File: src/rtl/serial_subtractor_if.sv
// Valid/ready operand and result bundle for the digit-serial subtractor.
// master drives operands and result acceptance; slave is the subtractor.
interface serial_subtractor_if #(
  parameter int WIDTH = 16
);
  logic             in_valid;
  logic             in_ready;
  logic [WIDTH-1:0] a;
  logic [WIDTH-1:0] b;
  logic             bin;
  logic             out_valid;
  logic             out_ready;
  logic [WIDTH-1:0] diff;
  logic             borrow;
  logic             ovf;
  logic             busy;

  modport master (
    output in_valid, a, b, bin, out_ready,
    input  in_ready, out_valid, diff, borrow, ovf, busy
  );

  modport slave (
    input  in_valid, a, b, bin, out_ready,
    output in_ready, out_valid, diff, borrow, ovf, busy
  );
endinterface

File: src/rtl/serial_subtractor.sv
// Digit-serial A - B - bin: DIGIT bits per clock, LSB digit first, with a
// borrow chained between digits and a held result behind a valid/ready port.
module serial_subtractor #(
  parameter int WIDTH = 16,
  parameter int DIGIT = 4
) (
  input  logic                clk,
  input  logic                rst_n,
  serial_subtractor_if.slave  bus
);
  localparam int N  = WIDTH / DIGIT;
  localparam int CW = (N > 1) ? $clog2(N) : 1;
  localparam logic [CW-1:0] LAST = CW'(N - 1);

  localparam logic [1:0] IDLE = 2'd0;
  localparam logic [1:0] CALC = 2'd1;
  localparam logic [1:0] DONE = 2'd2;

  logic [1:0]       state;
  logic [CW-1:0]    cnt;
  logic [WIDTH-1:0] a_sh;
  logic [WIDTH-1:0] b_sh;
  logic             a_msb;
  logic             b_msb;
  logic             brw;
  logic [WIDTH-1:0] res;
  logic [WIDTH-1:0] diff_q;
  logic             borrow_q;
  logic             ovf_q;
  logic             in_ready_q;
  logic             out_valid_q;

  logic [DIGIT:0]         d;
  logic [WIDTH+DIGIT-1:0] res_cat;
  logic [WIDTH-1:0]       res_next;
  logic                   ovf_next;

  // One digit at DIGIT+1 bits; the top bit is set exactly when the digit underflows.
  function automatic logic [DIGIT:0] sub_digit(input logic [DIGIT-1:0] x,
                                               input logic [DIGIT-1:0] y,
                                               input logic             br);
    return {1'b0, x} - {1'b0, y} - {{DIGIT{1'b0}}, br};
  endfunction

  assign d        = sub_digit(a_sh[DIGIT-1:0], b_sh[DIGIT-1:0], brw);
  // New digit enters at the top; concatenating avoids an empty slice when N == 1.
  assign res_cat  = {d[DIGIT-1:0], res};
  assign res_next = res_cat[WIDTH+DIGIT-1:DIGIT];
  assign ovf_next = (a_msb != b_msb) && (res_next[WIDTH-1] != a_msb);

  always_ff @(posedge clk or negedge rst_n) begin
    if (!rst_n) begin
      state       <= IDLE;
      cnt         <= '0;
      a_sh        <= '0;
      b_sh        <= '0;
      a_msb       <= 1'b0;
      b_msb       <= 1'b0;
      brw         <= 1'b0;
      res         <= '0;
      diff_q      <= '0;
      borrow_q    <= 1'b0;
      ovf_q       <= 1'b0;
      in_ready_q  <= 1'b0;
      out_valid_q <= 1'b0;
    end else begin
      case (state)
        IDLE: begin
          if (in_ready_q && bus.in_valid) begin
            a_sh       <= bus.a;
            b_sh       <= bus.b;
            brw        <= bus.bin;
            a_msb      <= bus.a[WIDTH-1];
            b_msb      <= bus.b[WIDTH-1];
            cnt        <= '0;
            res        <= '0;
            in_ready_q <= 1'b0;
            state      <= CALC;
          end else begin
            in_ready_q <= 1'b1;
          end
        end
        CALC: begin
          a_sh <= a_sh >> DIGIT;
          b_sh <= b_sh >> DIGIT;
          brw  <= d[DIGIT];
          res  <= res_next;
          cnt  <= cnt + 1'b1;
          if (cnt == LAST) begin
            diff_q      <= res_next;
            borrow_q    <= d[DIGIT];
            ovf_q       <= ovf_next;
            out_valid_q <= 1'b1;
            state       <= DONE;
          end
        end
        DONE: begin
          if (bus.out_ready) begin
            out_valid_q <= 1'b0;
            in_ready_q  <= 1'b1;
            state       <= IDLE;
          end
        end
        default: state <= IDLE;
      endcase
    end
  end

  assign bus.in_ready  = in_ready_q;
  assign bus.out_valid = out_valid_q;
  assign bus.diff      = diff_q;
  assign bus.borrow    = borrow_q;
  assign bus.ovf       = ovf_q;
  assign bus.busy      = (state != IDLE);
endmodule

File: src/flat_wrapper.sv
// flat-port wrapper written by rule: the top's interface ports become plain ports
module serial_subtractor_flat 
#(
  parameter int WIDTH = 16,
  parameter int DIGIT = 4
)
  (clk, rst_n, bus_in_valid, bus_a, bus_b, bus_bin, bus_out_ready, bus_in_ready, bus_out_valid, bus_diff, bus_borrow, bus_ovf, bus_busy);
  serial_subtractor_if #(.WIDTH(WIDTH)) bus_i ();
  input  logic clk;
  input  logic rst_n;
  input wire logic [$bits(bus_i.in_valid)-1:0] bus_in_valid;
  input wire logic [$bits(bus_i.a)-1:0] bus_a;
  input wire logic [$bits(bus_i.b)-1:0] bus_b;
  input wire logic [$bits(bus_i.bin)-1:0] bus_bin;
  input wire logic [$bits(bus_i.out_ready)-1:0] bus_out_ready;
  output wire logic [$bits(bus_i.in_ready)-1:0] bus_in_ready;
  output wire logic [$bits(bus_i.out_valid)-1:0] bus_out_valid;
  output wire logic [$bits(bus_i.diff)-1:0] bus_diff;
  output wire logic [$bits(bus_i.borrow)-1:0] bus_borrow;
  output wire logic [$bits(bus_i.ovf)-1:0] bus_ovf;
  output wire logic [$bits(bus_i.busy)-1:0] bus_busy;
  assign bus_i.in_valid = bus_in_valid;
  assign bus_i.a = bus_a;
  assign bus_i.b = bus_b;
  assign bus_i.bin = bus_bin;
  assign bus_i.out_ready = bus_out_ready;
  assign bus_in_ready = bus_i.in_ready;
  assign bus_out_valid = bus_i.out_valid;
  assign bus_diff = bus_i.diff;
  assign bus_borrow = bus_i.borrow;
  assign bus_ovf = bus_i.ovf;
  assign bus_busy = bus_i.busy;
  serial_subtractor #(.WIDTH(WIDTH), .DIGIT(DIGIT)) u_core (.clk(clk), .rst_n(rst_n), .bus(bus_i));
endmodule
File: config.mk
export PLATFORM = sky130hd
export DESIGN_NAME = serial_subtractor_flat
export DESIGN_NICKNAME = d
export VERILOG_FILES = /design/src/rtl/serial_subtractor_if.sv /design/src/rtl/serial_subtractor.sv /design/src/flat_wrapper.sv
export SDC_FILE = /design/constraint.sdc
export NUM_CORES = 1
export LEC_CHECK = 0
export BUFFER_PORTS_ARGS = -buffer_cell sky130_fd_sc_hd__buf_2
export CELL_PAD_IN_SITES_DETAIL_PLACEMENT = 1
export CELL_PAD_IN_SITES_GLOBAL_PLACEMENT = 1
export CORE_MARGIN = 2
export CORE_UTILIZATION = 43
export CTS_CLUSTER_DIAMETER = 80
export DETAILED_ROUTE_END_ITERATION = 10
export PLACE_DENSITY = 0.89
export SLEW_MARGIN = 20
export SYNTH_ARGS = -nofsm -noshare
export SYNTH_HDL_FRONTEND = slang
export SYNTH_SLANG_ARGS = --single-unit
File: constraint.sdc
create_clock -name clk -period 3.1 [get_ports clk]
set_input_delay 0.62 -clock clk [delete_from_list [all_inputs] [get_ports clk]]
set_output_delay 0.62 -clock clk [all_outputs]
set_load 0.02 [all_outputs]
==> flow_metrics.py <==
metrics = {
    "critical_path": {
        "timing.critical_path.buf_inv": 2,
        "setup.worst_path.end_class": "register",
        "worst_path_dominant_cell_family": "adder cells",
        "critical_path.max_stage_delay_ps": 570,
        "path_cells": "inv_1 > fa_1 > inv_1 > ha_1 > o21ai_0 > or3b_1 > and4_1 > a211o_1",
        "critPathLaunchType": "register",
        "timing.critical_path.fanout_max": 3,
        "critPathRequiredTime_ps": 3330,
        "crit_type": "register to register",
        "crit_top_cell": "inv_1",
        "slowest_stage": "fa_1",
        "arrival_ps": 2560,
    },
    "pwr": {
        "share_comb_of_total_power_pct": 44.9,
        "vdd.ir_drop.worst_uv": 337,
        "seq_power_share_pct": 39.8,
        "power_switching_w": 0.00165,
        "clock_power_share_pct": 15.3,
        "p_leak_nw": 1.76,
        "p_sw_share_pct": 41.9,
        "totalPowerFinal_w": 0.00393,
        "internal_power_w": 0.00228,
        "power_density_nw_per_um2": 1070,
    },
    "logic_synthesis": {
        "ys_seq_elements": 71,
        "synth.most_common_cell": "dfrtp_1",
        "ys_warn_count": 0,
        "synth_top_area_share_pct": 55.5,
        "synth-async-reset-ratio_pct": 100,
        "post-synth-top-area-cell": "dfrtp_1",
        "number_of_synthesized_flops_with_an_enable_pin": 0,
        "synthTopCellsByArea": "dfrtp_1, nand2_1, o21ai_0",
        "netlist_area_um2": 3200,
        "yosysSeqAreaShare_pct": 55.5,
        "ys_dominant_reg_cell": "dfrtp_1",
        "synthDistinctLibCells": 34,
        "syn_nets": 349,
        "post_synth_inst_count": 303,
        "synthTopCellsByCount": "dfrtp_1, nand2_1, o21ai_0",
        "synth_area_per_cell_um2": 10.6,
    },
    "die": {
        "die_y_um": 90.3,
        "dieArea_um2": 8150,
        "ios": 58,
        "core_region_area_um2": 7210,
        "initial_utilization_pct": 44.4,
        "floorplan.die.width_um": 90.3,
        "placement_rows": 31,
    },
    "cts": {
        "cts_inserted_buffers": 9,
        "cts_hold_buffers": 0,
        "clkSlewWorstSetupHoldPaths_ps": 70,
        "tritoncts": "yes",
        "cts-root-to-sink-buffers": 2,
        "clock_tree.root_cell": "clkbuf_8",
        "insertion_delay_ps": 340,
        "tritoncts_num_sinks": 71,
        "total_setup_buffers_inserted_after_cts": 0,
        "cts_resized": 0,
        "htreeDepth": 3,
    },
    "global_routing": {
        "grt_max_degree": 63,
        "first_global_vias": 2497,
        "grt_overflow": 0,
        "groute.usage.overall_pct": 19.1,
        "grt_antenna_before_repair": 0,
        "grt_first_pass_wirelength_um": 12300,
    },
    "sta": {
        "final_critical_path_setup_slack_ps": 777,
        "slew_headroom_pct": 36.0,
        "period_needed_ps": 2320,
        "final.setup_skew_ps": 5.83,
        "hold_viol_final": 0,
        "rsz0062_at_grt": "no",
        "timing.setup.tns_ps": 0,
        "tightest_slew_ps": 960,
        "max_slew_vio_count": 0,
        "final_min_period_over_clock_period_pct": 74.9,
        "setup_viol_count_final": 0,
        "fmaxAchievable_ghz": 0.430,
    },
    "placement": {
        "gp_routability_congestion": 0.888,
        "numPortBuffers": 57,
        "post-place-ws_ps": 783,
        "dp_hpwl_um": 5160,
    },
    "run_status": {
        "outcome": "finished, final reports clean",
    },
    "drt": {
        "detail_route.wl_per_cell_um": 16.1,
        "viasPerCell": 5.19,
        "ant_nets": 0,
        "num_vias": 2370,
        "drt_first_pass_iters": 4,
        "drt_wl_total_um": 7360,
        "drc": 0,
        "drt-initial-drc-count": 129,
    },
    "hold_path": {
        "min_path_type": "input port to asynchronous set/reset pin",
    },
    "cells_and_area": {
        "drive_above_1_share_pct": 25.4,
        "seqCellArea_um2": 1780,
        "finalNetCount": 401,
        "nFillCells": 853,
        "num_antenna_cells": 0,
        "area_occupied_by_multi_input_gates_um2": 1270,
        "area_growth_syn_to_layout_pct": 14.9,
    },
    "flow_run": {
        "cap_violations": 0,
    },
}
-- cells in the final DEF, fill, tap and decap left out, types with 2 or more instances in the layout --
cell type and count:
clkbuf_8 9, nand2b_1 2, nand2_1 68, buf_2 57, xnor2_1 2, clkbuf_1 3
a22o_1 2, mux2i_1 20, ha_1 7, nor2_1 10, o21ai_0 46, fa_1 2
a21oi_1 8, mux2_2 14, o22ai_1 4, buf_4 3, o21ai_1 2, clkinv_2 2
inv_1 10, dfrtp_1 71
-- power groups by stage --
stage	Clock [W]	Combinational [W]	Sequential [W]
finish	0.000600	0.00176	0.00156
global placement	0	0.00166	0.00155
CTS	0.000618	0.00179	0.00157
global route	0.000660	0.00198	0.00161
detailed placement	0	0.00176	0.00158
floorplan	0	0.00124	0.00162
-- cells by family (layout without fill, tap and decap cells) --
family | count (synthesis) | in the layout | synth area share, %
flops | 71 | 71 | 55.5
xor+xnor | 3 | 3 | 0.820
mux | 34 | 34 | 11.2
compound gates | 67 | 67 | 11.3
buf+inv | 30 | 85 | 5.16
simple gates | 89 | 89 | 12.1
fa+ha+maj | 9 | 9 | 3.98
-- state kept, by name, summed over array words and instances, names as in the netlist, 2 cells and up --
signal / cells
u_core.bus.diff: 16
u_core.b_sh: 16
u_core.res: 12
u_core.cnt: 2
u_core.state: 2
u_core.a_sh: 16
-- path summary, 6_finish.rpt --
kind	endpoint	slack, ps	startpoint	cells past startpoint
max	u_core.bus.ovf$_DFFE_PN0P_	780	u_core.brw$_DFFE_PN0P_	8
min	u_core.bus.borrow$_DFFE_PN0P_	340	rst_n	1
max reg2reg	u_core.bus.ovf$_DFFE_PN0P_	780	u_core.brw$_DFFE_PN0P_	8
min reg2reg	u_core.b_sh[0]$_DFFE_PN0P_	490	u_core.b_sh[4]$_DFFE_PN0P_	2
max in group asynchronous	u_core.bus.diff[4]$_DFFE_PN0P_	1990	rst_n	2
min in group clk	u_core.a_sh[14]$_DFFE_PN0P_	480	bus_a[14]	3
-- layer usage --
layer	vias up	wire (um)	GRT usage, %
li1	1122	-	-
met1	1199	3310	26.0
met2	41	3730	30.6
met3	8	217	4.09
met4	0	99	6.54
met5	-	0	0
-- metrics by stage --
step	hold slack, ps	util, %	instances	instance area [um2]
after floorplan	324	-	303	3200
after global placement	456	49.0	443	3530
final	338	51.0	457	3680
after detailed placement	473	49.0	443	3530
after global routing	388	51.0	457	3680
after CTS	359	51.0	457	3680
-- final cells by class --
type | count | area share [%]
Inverter | 10 | 1.02
Sequential cell | 71 | 48.3
Tap cell | 99 | 3.37
Multi-Input combinational cell | 202 | 34.5
Clock inverter | 2 | 0.272
Timing Repair Buffer | 61 | 8.91
Clock buffer | 12 | 3.67
No activity file was read; power rests on OpenSTA's default activity.
